[src/rtl/aes_pkg.sv]
// Shared types, constants and helpers for the AES key-expansion sequencer.
package aes_pkg;

  localparam int unsigned AES_NR    = 10;
  localparam int unsigned AES_KEY_W = 128;
  localparam logic [7:0]  RCON_INIT = 8'h01;

  typedef enum logic [1:0] {
    StIdle,
    StWait,
    StGap,
    StErr
  } kexp_state_t;

  // Multiply by x in GF(2^8) modulo the AES polynomial.
  function automatic logic [7:0] aes_xtime(input logic [7:0] r);
    return {r[6:0], 1'b0} ^ (r[7] ? 8'h1b : 8'h00);
  endfunction

endpackage

[src/rtl/aes_rk_store.sv]
// Round-key register file: one synchronous write port, async clear, combinational read.
module aes_rk_store
  import aes_pkg::*;
#(
  parameter int unsigned NUM   = AES_NR + 1,
  parameter int unsigned KEY_W = AES_KEY_W,
  parameter int unsigned IDX_W = 4
) (
  input  logic             i_clk,
  input  logic             i_rst_n,
  input  logic             i_we,
  input  logic [IDX_W-1:0] i_widx,
  input  logic [KEY_W-1:0] i_wdata,
  input  logic [IDX_W-1:0] i_ridx,
  output logic [KEY_W-1:0] o_rdata
);

  logic [KEY_W-1:0] r_mem [NUM];

  // Capture a round key; writes to nonexistent entries are dropped.
  always_ff @(posedge i_clk or negedge i_rst_n) begin
    if (!i_rst_n) begin
      for (int i = 0; i < int'(NUM); i++) r_mem[i] <= '0;
    end else if (i_we && (32'(i_widx) < NUM)) begin
      r_mem[i_widx] <= i_wdata;
    end
  end

  // Out-of-range indices read back as zero.
  always_comb begin
    o_rdata = '0;
    if (32'(i_ridx) < NUM) o_rdata = r_mem[i_ridx];
  end

endmodule

[src/rtl/aes_key_expand_ctrl.sv]
// Sequences the single-round KeySchedule through all AES-128 expansion rounds
// and records every round key in a readable store.
module aes_key_expand_ctrl
  import aes_pkg::*;
#(
  parameter int unsigned NR      = AES_NR,
  parameter int unsigned KEY_W   = AES_KEY_W,
  parameter int unsigned TIMEOUT = 255
) (
  input  logic             clk,
  input  logic             rst_n,
  input  logic             start,
  input  logic [KEY_W-1:0] cipher_key_i,
  output logic             busy,
  output logic             done,
  output logic             err,
  output logic             rk_valid,
  output logic [3:0]       rk_idx,
  input  logic [3:0]       rd_idx,
  output logic [KEY_W-1:0] rd_key,
  output logic             ks_en,
  output logic [7:0]       ks_rcon,
  output logic [KEY_W-1:0] ks_key_o,
  input  logic             ks_flag_i,
  input  logic [KEY_W-1:0] ks_key_i
);

  localparam int unsigned CNT_W = $clog2(TIMEOUT + 1);
  localparam logic [3:0]  LAST  = 4'(NR);

  kexp_state_t      r_state;
  logic [3:0]       r_round;
  logic [7:0]       r_rcon;
  logic [7:0]       r_ks_rcon;
  logic [CNT_W-1:0] r_cnt;
  logic [KEY_W-1:0] r_key;
  logic             r_ks_en;
  logic             r_busy;
  logic             r_done;
  logic             r_err;
  logic             r_rk_valid;
  logic [3:0]       r_rk_idx;

  logic             w_start_ok;
  logic             w_capture;
  logic             w_last;
  logic [CNT_W-1:0] w_cnt_inc;
  logic             w_timeout;
  logic             w_we;
  logic [3:0]       w_widx;
  logic [KEY_W-1:0] w_wdata;

  assign w_start_ok = start && ((r_state == StIdle) || (r_state == StErr));
  assign w_capture  = (r_state == StWait) && ks_flag_i;
  assign w_last     = (r_round == LAST);
  assign w_cnt_inc  = r_cnt + 1'b1;
  // A flag arriving in the timeout cycle takes priority.
  assign w_timeout  = (r_state == StWait) && !ks_flag_i && (w_cnt_inc == CNT_W'(TIMEOUT));

  // Store write: entry 0 on accepted start, entry `round` on each captured key.
  always_comb begin
    w_we    = w_start_ok || w_capture;
    w_widx  = w_start_ok ? 4'd0 : r_round;
    w_wdata = w_start_ok ? cipher_key_i : ks_key_i;
  end

  aes_rk_store #(
    .NUM  (NR + 1),
    .KEY_W(KEY_W),
    .IDX_W(4)
  ) u_store (
    .i_clk  (clk),
    .i_rst_n(rst_n),
    .i_we   (w_we),
    .i_widx (w_widx),
    .i_wdata(w_wdata),
    .i_ridx (rd_idx),
    .o_rdata(rd_key)
  );

  // Control FSM with round counter, RCON, timeout counter and registered outputs.
  always_ff @(posedge clk or negedge rst_n) begin
    if (!rst_n) begin
      r_state    <= StIdle;
      r_round    <= '0;
      r_rcon     <= RCON_INIT;
      r_ks_rcon  <= '0;
      r_cnt      <= '0;
      r_key      <= '0;
      r_ks_en    <= 1'b0;
      r_busy     <= 1'b0;
      r_done     <= 1'b0;
      r_err      <= 1'b0;
      r_rk_valid <= 1'b0;
      r_rk_idx   <= '0;
    end else begin
      r_done     <= 1'b0;
      r_rk_valid <= 1'b0;
      unique case (r_state)
        StIdle, StErr: begin
          r_busy <= 1'b0;
          if (start) begin
            r_key     <= cipher_key_i;
            r_round   <= 4'd1;
            r_rcon    <= RCON_INIT;
            r_ks_rcon <= RCON_INIT;
            r_cnt     <= '0;
            r_err     <= 1'b0;
            r_busy    <= 1'b1;
            r_ks_en   <= 1'b1;
            r_state   <= StWait;
          end
        end
        StWait: begin
          if (ks_flag_i) begin
            r_key      <= ks_key_i;
            r_rk_valid <= 1'b1;
            r_rk_idx   <= r_round;
            r_ks_en    <= 1'b0;
            if (w_last) begin
              // busy stays high through the done cycle and drops from IDLE.
              r_done  <= 1'b1;
              r_state <= StIdle;
            end else begin
              r_round   <= r_round + 4'd1;
              r_rcon    <= aes_xtime(r_rcon);
              r_ks_rcon <= aes_xtime(r_rcon);
              r_state   <= StGap;
            end
          end else if (w_timeout) begin
            r_err   <= 1'b1;
            r_busy  <= 1'b0;
            r_ks_en <= 1'b0;
            r_state <= StErr;
          end else begin
            r_cnt <= w_cnt_inc;
          end
        end
        StGap: begin
          // One idle cycle lets KeySchedule restart before the next round.
          r_cnt   <= '0;
          r_ks_en <= 1'b1;
          r_state <= StWait;
        end
        default: r_state <= StIdle;
      endcase
    end
  end

  assign busy     = r_busy;
  assign done     = r_done;
  assign err      = r_err;
  assign rk_valid = r_rk_valid;
  assign rk_idx   = r_rk_idx;
  assign ks_en    = r_ks_en;
  assign ks_rcon  = r_ks_rcon;
  assign ks_key_o = r_key;

endmodule

[config.mk]
export PLATFORM = sky130hd
export DESIGN_NAME = aes_key_expand_ctrl
export DESIGN_NICKNAME = d
export VERILOG_FILES = /design/src/rtl/aes_pkg.sv /design/src/rtl/aes_rk_store.sv /design/src/rtl/aes_key_expand_ctrl.sv
export SDC_FILE = /design/constraint.sdc
export NUM_CORES = 2
export LEC_CHECK = 0
export ABC_AREA = 0
export BUFFER_PORTS_ARGS = -buffer_cell sky130_fd_sc_hd__buf_4
export CORE_AREA = 2 2 437 439
export CTS_BUF_LIST = sky130_fd_sc_hd__clkbuf_2 sky130_fd_sc_hd__clkbuf_4 sky130_fd_sc_hd__clkbuf_8
export CTS_CLUSTER_DIAMETER = 100
export DETAILED_ROUTE_END_ITERATION = 8
export DIE_AREA = 0 0 439 441
export PLACE_DENSITY_LB_ADDON = 0.3
export SYNTH_ARGS = -nofsm -noshare
export SYNTH_HDL_FRONTEND = slang
export SYNTH_SLANG_ARGS = --single-unit
[constraint.sdc]
create_clock -name clk -period 2.5 [get_ports clk]
set_clock_uncertainty 0.1 [all_clocks]
set_input_delay 0.625 -clock clk [delete_from_list [all_inputs] [get_ports clk]]
set_output_delay 0.625 -clock clk [all_outputs]
set_load 0.005 [all_outputs]
==> impl_metrics.yaml <==
synthesis:
  synth_top_flop_cell: "dfrtp_1"
  synth.top_cells.by_count: "dfrtp_1 (1567), nor2_1 (1298), a21oi_1 (1284)"
  synth_nets: 6890
  synth.top_cell.area_share_pct: 56.4
  async_reset_ff_share_pct: 100
  yosysMostFrequentCell: "dfrtp_1"
  synth_warnings: 0
  netlist_area_um2: 69600
  syn_area_per_cell_um2: 10.5
  ys_ff_latch: 1568
  yosysSeqAreaShare_pct: 56.4
  synth_cells: 6620
  ys_top_cells_by_area: "dfrtp_1 (56%), a21oi_1 (9.2%), mux4_2 (8.3%), mux2i_1 (7.4%), nor2_1 (7.0%)"
  synthDistinctLibCells: 52
  synth_edf_count: 0
  synth_top_area_cell: "dfrtp_1"
grt:
  grt_pass1_vias: 55600
  grt_antenna_before_repair: 1
  grt_max_degree: 117
  grt_pass1_wl_mm: 325
  overflow: 0
  grt_use_total_pct: 21.5
cts:
  cts_buffers: 293
  cts_root_buffer: "clkbuf_8"
  cts_tree: "built"
  clock-sinks: 1568
  clkSlewWorstSetupHoldPaths_ps: 60
  clk_latency_ps: 990
  clock_path_buffers: 4
  htreeDepth: 5
placement:
  placed_area_um2: 79900
  dp_hpwl_mm: 133
  portBuffers: 536
  gp_congestion: 0.789
worst_setup_path:
  cp_max_fo: 2
  critPathLaunchType: "flop"
  required_ps: 1770
  crit_type: "flop to primary output"
  cp-end-kind: "primary output"
  r2r_slack_ps: 40
  crit_arrival_ps: 2470
route:
  first_pass_iters: 6
  viasPerCell: 5.18
  wl_mm: 216
  drc_errors: 0
  vias: 54300
  wl_per_cell_um: 20.6
  drt.antenna.violating_nets: 0
  drtIter0Drc: 3838
final_layout:
  drive_gt1_share_pct: 25.3
  design_area_um2: 91500
  fin_util_pct: 48.4
  syn_to_final_growth_pct: 31.6
  nets: 8047
  n_fill_cell: 17000
pwr:
  p_int_mw: 68.9
  p_per_area_nw_per_um2: 1140
  vdd_drop_max_v: 0.00121
  p_switching_mw: 35.2
  power_mw: 104
  power_frac_comb_pct: 35.5
  clock_power_share_pct: 24.9
  p_seq_share_pct: 39.6
  power_leakage_nw: 42.3
  netSwitchingFraction_pct: 33.8
timing:
  setup_viol: 128
  tns_ps: -71680
  relSlewSlack_pct: 55.7
  finalCriticalPeriod_ps: 3190
  fmax_ghz: 0.313
  hold_viol_final: 0
  fin_crit_sh_pct: 128
  slew_violations: 0
  rsz0062_at_grt: "yes"
  setup_ws_ps: -691
  worst_slew_pin_slew_ps: 664
  worst_hold_slack_ps: 146
die:
  die_w_um: 439
  dieArea_um2: 194000
  die_height_um: 441
  start_util_pct: 36.8
  io_pins: 537
  fp.coreArea_um2: 189000
  num_rows: 160
hold_path:
  hp-class: "input pin to flop"
outcome:
  violations: "setup timing"
  status: "finished with violations"
job:
  cap_violations: 0
==> layout make-up <==
cell class | instances | area, um^2 | share of cell area (%)
well taps | 2511 | 3140 | 3.43
multi-input cells | 4384 | 28100 | 30.8
flip-flops and latches | 1568 | 39200 | 42.9
diodes | 2 | 5.00 | 0.00547
clock buffers | 438 | 5600 | 6.12
repair buffers | 1521 | 14900 | 16.2
clock inverters | 50 | 478 | 0.522
inverters | 9 | 36.3 | 0.0397
==> critical path, cell delays in order, from the launching register on <==
cell and delay (ps):
dfrtp_1 400, mux4_2 480, mux2i_2 240, o22ai_4 160
buf_6 150
==> logic make-up (layout without fill, tap and decap cells) <==
| logic type | after synthesis | after routing | synth area share, % |
|---|---|---|---|
| other | 0 | 2 | 0 |
| XOR/XNOR | 6 | 6 | 0.0756 |
| AO/OA/AOI/OAI | 1849 | 1849 | 13.7 |
| flip-flops | 1568 | 1568 | 56.4 |
| AND/OR/NAND/NOR | 1751 | 1751 | 9.63 |
| adder cells (fa/ha/maj) | 6 | 6 | 0.108 |
| multiplexers | 772 | 772 | 15.7 |
| buffers and inverters | 668 | 2018 | 4.32 |
==> flip-flops by register name, summed over array words and instances, names as in the netlist <==
register and flops:
r_round 4, u_store.r_mem 1408, ks_en 1, ks_rcon 1, r_cnt 8, busy 1, r_state 2, done 1
ks_key_o 128, err 1, r_rcon 8, rk_valid 1, rk_idx 4
==> final timing paths <==
path / startpoint / endpoint / depth (start not counted)
max in group asynchronous: rst_n / u_store.r_mem[408] / 4
max: u_store.r_mem[521] / rd_key[9] / 4
min reg2reg: u_store.r_mem[1042] / u_store.r_mem[1042] / 2
min: cipher_key_i[94] / u_store.r_mem[606] / 4
max reg2reg: r_state[1] / ks_key_o[67] / 7
min in group asynchronous: rst_n / u_store.r_mem[157] / 3
==> power by group through the flow <==
| stage | combinational (mW) | clock [mW] | sequential, mW |
|---|---|---|---|
| after global routing | 41.0 | 27.9 | 42.3 |
| after floorplan | 21.6 | 0 | 39.8 |
| final | 37.0 | 25.9 | 41.2 |
| after CTS | 36.0 | 26.7 | 41.1 |
| after detailed placement | 34.1 | 0 | 41.4 |
| after global placement | 33.1 | 0 | 41.0 |
==> per-stage QoR <==
| stage | setup slack (ps) | instances |
|---|---|---|
| after global placement | -708 | 9537 |
| final | -691 | 10500 |
| after floorplan | 0.112 | 6620 |
| after CTS | -840 | 10400 |
| after detailed placement | -734 | 9537 |
| after global routing | -808 | 10500 |
==> metal layers <==
layer	wire [um]	vias to the layer above	GRT usage [%]
met5	0	-	0
met4	5810	0	6.91
met3	10000	346	3.62
met2	108000	1364	37.0
met1	91700	27300	27.6
li1	-	25300	-
==> cell usage in the layout (no fill, tap or decap), drive strengths merged, types with 133 or more instances in the layout <==
| master | synthesis | layout |
|---|---|---|
| a21oi | 1287 | 1287 |
| buf | 334 | 1125 |
| clkbuf | 325 | 451 |
| dfrtp | 1567 | 1567 |
| dlygate4sd3 | 0 | 382 |
| mux2i | 514 | 514 |
| mux4 | 256 | 256 |
| nand2 | 418 | 418 |
| nor2 | 1298 | 1298 |
| o21ai | 397 | 397 |
| o22ai | 133 | 133 |
==> repair_timing <==
item | 4_1_cts | 5_1_grt
hold endpoints to repair | 2996 | 0
buffers inserted | 26 | 60
setup endpoints to repair | 176 | 431
resized for setup | 118 | 54
pin swaps | 65 | 19
hold buffers | 383 | 0
cloned | 1 | 13
No activity file was read; power rests on OpenSTA's default activity.
